--- src/rtl/tx_sched_pkg.sv ---
// tx_send_scheduler shared types: FSM state enum, default parameters
// and the MAC-side end-of-packet handshake test.
package tx_sched_pkg;

  typedef enum logic [1:0] {
    S_IDLE,
    S_CMD,
    S_WAIT_EOP,
    S_GAP
  } tx_sched_state_t;

  localparam int DEF_NUM_REQ     = 4;
  localparam int DEF_ADDR_W      = 25;
  localparam int DEF_CMD_HI_CYC  = 2;
  localparam int DEF_GAP_CYC     = 12;
  localparam int DEF_TIMEOUT_CYC = 4096;

  function automatic logic eop_handshake(
    input logic wren,
    input logic eop,
    input logic rdy
  );
    return wren & eop & rdy;
  endfunction

endpackage

--- src/rtl/rr_arbiter.sv ---
// Combinational rotating-priority pick: lowest requesting index at or
// above ptr, else lowest overall. Ports: req, ptr -> gnt_onehot, gnt_idx, any.
module rr_arbiter
  import tx_sched_pkg::*;
#(
  parameter int NUM_REQ = DEF_NUM_REQ,
  localparam int IW = $clog2(NUM_REQ)
) (
  input  logic [NUM_REQ-1:0] req,
  input  logic [IW-1:0]      ptr,
  output logic [NUM_REQ-1:0] gnt_onehot,
  output logic [IW-1:0]      gnt_idx,
  output logic               any
);

  logic found;

  always_comb begin
    gnt_idx = '0;
    found   = 1'b0;
    for (int i = 0; i < NUM_REQ; i++) begin
      if (!found && req[i] && (IW'(i) >= ptr)) begin
        gnt_idx = IW'(i);
        found   = 1'b1;
      end
    end
    for (int i = 0; i < NUM_REQ; i++) begin
      if (!found && req[i]) begin
        gnt_idx = IW'(i);
        found   = 1'b1;
      end
    end
  end

  assign any = |req;
  assign gnt_onehot = any
    ? ({{(NUM_REQ-1){1'b0}}, 1'b1} << gnt_idx)
    : '0;

endmodule

--- src/rtl/tx_send_scheduler.sv ---
// Round-robin scheduler sharing send_packet among NUM_REQ producers.
// Ports: req_valid/req_addr/req_ready, cmd_send/start_ram_addr, mon_tx_*, status.
module tx_send_scheduler
  import tx_sched_pkg::*;
#(
  parameter int NUM_REQ     = DEF_NUM_REQ,
  parameter int ADDR_W      = DEF_ADDR_W,
  parameter int CMD_HI_CYC  = DEF_CMD_HI_CYC,
  parameter int GAP_CYC     = DEF_GAP_CYC,
  parameter int TIMEOUT_CYC = DEF_TIMEOUT_CYC,
  localparam int IW = $clog2(NUM_REQ)
) (
  input  logic                      clk_original,
  input  logic                      rst,
  input  logic [NUM_REQ-1:0]        req_valid,
  input  logic [NUM_REQ*ADDR_W-1:0] req_addr,
  output logic [NUM_REQ-1:0]        req_ready,
  output logic                      cmd_send,
  output logic [ADDR_W-1:0]         start_ram_addr,
  input  logic                      mon_tx_wren,
  input  logic                      mon_tx_eop,
  input  logic                      mon_tx_rdy,
  output logic                      busy,
  output logic [IW-1:0]             grant_id,
  output logic                      done_pulse,
  output logic                      timeout_pulse,
  output logic [15:0]               pkt_count
);

  localparam int CW = $clog2(CMD_HI_CYC) + 1;
  localparam int GW = $clog2(GAP_CYC) + 1;
  localparam int WW = $clog2(TIMEOUT_CYC) + 1;
  localparam logic [CW-1:0] CMD_LAST = CW'(CMD_HI_CYC - 1);
  localparam logic [GW-1:0] GAP_LAST =
    GW'((GAP_CYC > 0) ? GAP_CYC - 1 : 0);
  localparam logic [WW-1:0] WD_LAST = WW'(TIMEOUT_CYC - 1);

  tx_sched_state_t state_q, state_d;
  logic [NUM_REQ-1:0] req_ready_q, req_ready_d;
  logic               cmd_send_q, cmd_send_d;
  logic [ADDR_W-1:0]  addr_q, addr_d;
  logic               busy_q, busy_d;
  logic [IW-1:0]      grant_id_q, grant_id_d;
  logic               done_q, done_d;
  logic               to_q, to_d;
  logic [15:0]        pkt_q, pkt_d;
  logic [IW-1:0]      rr_ptr_q, rr_ptr_d;
  logic [CW-1:0]      cmd_cnt_q, cmd_cnt_d;
  logic [GW-1:0]      gap_cnt_q, gap_cnt_d;
  logic [WW-1:0]      wd_cnt_q, wd_cnt_d;

  logic [NUM_REQ-1:0] gnt_onehot;
  logic [IW-1:0]      gnt_idx;
  logic               gnt_any;

  rr_arbiter #(
    .NUM_REQ(NUM_REQ)
  ) u_arb (
    .req       (req_valid),
    .ptr       (rr_ptr_q),
    .gnt_onehot(gnt_onehot),
    .gnt_idx   (gnt_idx),
    .any       (gnt_any)
  );

  always_comb begin
    state_d     = state_q;
    req_ready_d = '0;
    cmd_send_d  = cmd_send_q;
    addr_d      = addr_q;
    grant_id_d  = grant_id_q;
    done_d      = 1'b0;
    to_d        = 1'b0;
    pkt_d       = pkt_q;
    rr_ptr_d    = rr_ptr_q;
    cmd_cnt_d   = cmd_cnt_q;
    gap_cnt_d   = gap_cnt_q;
    wd_cnt_d    = wd_cnt_q;
    unique case (state_q)
      S_IDLE: begin
        if (gnt_any) begin
          state_d     = S_CMD;
          addr_d      = req_addr[gnt_idx*ADDR_W +: ADDR_W];
          grant_id_d  = gnt_idx;
          req_ready_d = gnt_onehot;
          cmd_send_d  = 1'b1;
          cmd_cnt_d   = '0;
          rr_ptr_d    = (gnt_idx == IW'(NUM_REQ - 1))
                      ? '0 : gnt_idx + IW'(1);
        end
      end
      S_CMD: begin
        if (cmd_cnt_q == CMD_LAST) begin
          state_d    = S_WAIT_EOP;
          cmd_send_d = 1'b0;
          wd_cnt_d   = '0;
        end else begin
          cmd_cnt_d = cmd_cnt_q + CW'(1);
        end
      end
      S_WAIT_EOP: begin
        // completion is tested first so it wins over a same-cycle expiry
        if (eop_handshake(mon_tx_wren, mon_tx_eop, mon_tx_rdy)) begin
          done_d  = 1'b1;
          pkt_d   = pkt_q + 16'd1;
          state_d = (GAP_CYC == 0) ? S_IDLE : S_GAP;
        end else if (wd_cnt_q == WD_LAST) begin
          to_d    = 1'b1;
          state_d = (GAP_CYC == 0) ? S_IDLE : S_GAP;
        end else begin
          wd_cnt_d = wd_cnt_q + WW'(1);
        end
        gap_cnt_d = '0;
      end
      S_GAP: begin
        if (gap_cnt_q == GAP_LAST) begin
          state_d = S_IDLE;
        end else begin
          gap_cnt_d = gap_cnt_q + GW'(1);
        end
      end
      default: state_d = S_IDLE;
    endcase
    busy_d = (state_d != S_IDLE);
  end

  always_ff @(posedge clk_original) begin
    if (rst) begin
      state_q     <= S_IDLE;
      req_ready_q <= '0;
      cmd_send_q  <= 1'b0;
      addr_q      <= '0;
      busy_q      <= 1'b0;
      grant_id_q  <= '0;
      done_q      <= 1'b0;
      to_q        <= 1'b0;
      pkt_q       <= '0;
      rr_ptr_q    <= '0;
      cmd_cnt_q   <= '0;
      gap_cnt_q   <= '0;
      wd_cnt_q    <= '0;
    end else begin
      state_q     <= state_d;
      req_ready_q <= req_ready_d;
      cmd_send_q  <= cmd_send_d;
      addr_q      <= addr_d;
      busy_q      <= busy_d;
      grant_id_q  <= grant_id_d;
      done_q      <= done_d;
      to_q        <= to_d;
      pkt_q       <= pkt_d;
      rr_ptr_q    <= rr_ptr_d;
      cmd_cnt_q   <= cmd_cnt_d;
      gap_cnt_q   <= gap_cnt_d;
      wd_cnt_q    <= wd_cnt_d;
    end
  end

  assign req_ready      = req_ready_q;
  assign cmd_send       = cmd_send_q;
  assign start_ram_addr = addr_q;
  assign busy           = busy_q;
  assign grant_id       = grant_id_q;
  assign done_pulse     = done_q;
  assign timeout_pulse  = to_q;
  assign pkt_count      = pkt_q;

endmodule

--- config.mk ---
export PLATFORM = sky130hd
export DESIGN_NAME = tx_send_scheduler
export DESIGN_NICKNAME = d
export VERILOG_FILES = /design/src/rtl/tx_sched_pkg.sv /design/src/rtl/rr_arbiter.sv /design/src/rtl/tx_send_scheduler.sv
export SDC_FILE = /design/constraint.sdc
export NUM_CORES = 1
export LEC_CHECK = 0
export ABC_CLOCK_PERIOD_IN_PS = 3700
export CAP_MARGIN = 40
export CORE_MARGIN = 5
export CORE_UTILIZATION = 47
export CTS_BUF_LIST = sky130_fd_sc_hd__clkbuf_2 sky130_fd_sc_hd__clkbuf_4 sky130_fd_sc_hd__clkbuf_8
export DETAILED_ROUTE_END_ITERATION = 7
export PLACE_DENSITY = 0.88
export SLEW_MARGIN = 20
export SYNTH_ARGS = -nofsm -noshare
export SYNTH_HDL_FRONTEND = slang
export SYNTH_SLANG_ARGS = --single-unit
--- constraint.sdc ---
create_clock -name clk_original -period 3.7 [get_ports clk_original]
set_input_delay 0.37 -clock clk_original [delete_from_list [all_inputs] [get_ports clk_original]]
set_output_delay 0.37 -clock clk_original [all_outputs]
set_load 0.02 [all_outputs]
==> metrics.yaml <==
avgRoutedWirePerCell_um: 16.0
grt_pass1_vias: 3599
period_needed_ns: 2.45
synth_cells: 400
root_buffer: "clkbuf_8"
crit_chain: "clkdlybuf4s50_1 -> nand2b_1 -> a21oi_1 -> a211o_2 -> buf_12 -> mux2_2 -> a221o_1"
max_freq_ghz: 0.409
drc: 0
first_iter_violations: 123
final-setup-viol-count: 0
postCtsResizedCells: 0
fp.dieArea_um2: 9590
async_flop_share_pct: 0
ys_ff_latch: 75
layout-drive-gt1-share_pct: 7.36
drt-vias-per-instance: 5.42
drt_first_pass_iters: 4
via_count: 3571
final_antenna_net_count: 0
critPathArrivalTime_ns: 2.67
hold_path_class: "flop to flop"
gp_congestion: 0.870
status: "finished, final reports clean"
final_core_utilization_pct: 72.0
nNetsFinal: 665
cts_hold_buf: 0
clkPwrFrac_pct: 28.7
h-tree-depth: 3
yosysMostFrequentCell: "dfxtp_1"
clk_pin_slew_ns: 0.08
cts_inserted_buffers: 9
fp.dieH_um: 97.9
cp_max_fo: 30
grt_remaining_overflow: 0
cts.sinks: 75
required_ns: 3.92
rsz0062_at_grt: "no"
antenna_found_initial: 0
top_usage_layer: "met2"
ys_seq_area_share_pct: 41.3
ir_worst_vdd_mv: 0.185
power_switching_w: 0.000632
synth_top_cell_area_share_pct: 41.3
tightest_slew_ns: 0.670
io_buffers: 159
design_power_total_w: 0.00220
synth_flop_cell: "dfxtp_1"
dp_hpwl_mm: 8.13
cp.buffers_inverters: 2
die_w_um: 97.9
met1_usage_pct: 22.4
cp_top_family: "compound AO/OA/AOI/OAI gates"
max_slew_margin_pct: 55.4
clkLatencyLatePin_ns: 0.34
netlist_area_um2: 3630
syn_nets: 513
p_comb_share_pct: 29.3
ys_top_cells_by_area: "dfxtp_1 (41%), mux2i_1 (7.7%), nor2_1 (7.0%), a221o_1 (6.6%), mux2_2 (5.0%)"
synth_common_cells: "dfxtp_1 (75), nor2_1 (68), mux2i_1 (28), nand2_1 (25), a221o_1 (24)"
clock-skew-final_ns: 0.00897
wirelength_mm: 10.6
crit_path_max_incr_delay_ns: 0.56
yosysWarningCount: 0
post_cts_buffers: 0
avgSynthCellArea_um2: 9.09
track_usage_pct: 21.4
met2_usage_pct: 37.8
cts_buffer_depth: 2
gr-usage-met3_pct: 7.57
crit_type: "primary input to flop"
design.core.area_um2: 7650
maxCapViolCount: 0
start_util_pct: 47.5
min_period_over_period_pct: 66.1
io_pins: 160
maxSlewViolCount: 0
crit_path_top_delay_cell: "a211o_2"
setup-tns-final_ns: 0
cts_tree: "yes"
grt_max_degree: 40
rows: 32
power.internal_w: 0.00156
grt_pass1_wl_mm: 16.8
synth_edf_count: 0
critPathLaunchType: "primary input"
power_frac_seq_pct: 41.9
endpoint_kind: "flop"
synth.largest_area_cell: "dfxtp_1"
areaGrowthSynthToFinish_pct: 51.5
swShare_pct: 28.8
ys_types: 41
hold_violations: 0
reg2reg_slack_ns: 1.31
power.density_nw_per_um2: 399
p_leak_nw: 2.14
diodes: 0
## per-stage QoR
step                cell area, µm²  worst slack [ns]  std cells  hold slack (ns)
global route                  5510              1.12        659            0.498
CTS                           5510              1.28        659            0.462
detailed placement            5310             0.907        643            0.451
finish                        5510              1.25        659            0.458
global placement              5290             0.986        642            0.443
floorplan                     3630              1.86        400            0.433
## cell usage in the layout, fill, tap and decap left out, types with 8 or more instances in the layout
master	count
nand3_1	17
a21oi_1	16
dfxtp_1	75
nor2_1	67
mux2i_1	28
clkbuf_8	9
nor3_1	8
clkdlybuf4s50_1	159
a221o_1	24
xor2_1	20
mux2_2	16
mux2_1	9
nand2_1	25
nand4_1	9
## per-layer routing
| layer | part of all wire, % | vias up |
|---|---|---|
| met5 | 0 | - |
| met4 | 4.3 | 0 |
| met3 | 8.6 | 31 |
| met2 | 50 | 142 |
| met1 | 37 | 1667 |
| li1 | - | 1731 |
## worst register-to-register path, stage by stage (launching register included)
cell     delay [ns]
dfxtp_1        0.55
nor2b_1        0.55
nand4_1        0.26
nor3_1         0.51
nand4_1        0.18
xor2_1         0.18
nor2_1         0.05
## cell type report
type / count / area [µm²]
well taps: 102 / 128
clock buffers: 12 / 146
clock inverters: 4 / 51.3
fillers: 555 / 2140
flip-flops and latches: 75 / 1500
multi-input cells: 295 / 2000
repair buffers: 164 / 1650
inverters: 7 / 26.3
## registers in the layout (all words and copies together), names as in the netlist
name / cells
start_ram_addr: 25
pkt_count: 16
wd_cnt_q: 13
gap_cnt_q: 5
req_ready: 4
cmd_cnt_q: 2
grant_id: 2
rr_ptr_q: 2
state_q: 2
busy: 1
cmd_send: 1
done_pulse: 1
timeout_pulse: 1
## cells by family after synthesis
| family | Yosys count | synth area share (%) |
|---|---|---|
| fa+ha+maj | 4 | 1.38 |
| mux | 53 | 15.5 |
| compound gates | 59 | 12.5 |
| xor+xnor | 25 | 6.02 |
| simple gates | 154 | 19.6 |
| flops | 75 | 41.3 |
| buf+inv | 30 | 3.68 |
## power by group through the flow
stage | Sequential, W | Combinational [W] | Clock [W]
5_1_grt | 0.000927 | 0.000687 | 0.000679
4_1_cts | 0.000920 | 0.000647 | 0.000649
3_3_place_gp | 0.000937 | 0.000626 | 0
3_5_place_dp | 0.000937 | 0.000646 | 0
6_report | 0.000921 | 0.000644 | 0.000631
2_1_floorplan | 0.000999 | 0.000285 | 0
## final timing paths
kind,startpoint,endpoint,depth (start not counted)
worst min-delay path,cmd_send$_SDFFE_PP0P_,cmd_send$_SDFFE_PP0P_,2
worst max-delay path,req_valid[1],start_ram_addr[24]$_SDFFE_PP0P_,7
worst min register to register,cmd_send$_SDFFE_PP0P_,cmd_send$_SDFFE_PP0P_,2
worst max register to register,state_q[1]$_SDFF_PP0_,pkt_count[15]$_SDFFE_PP0P_,6
Power figures use the tool's default switching activity.
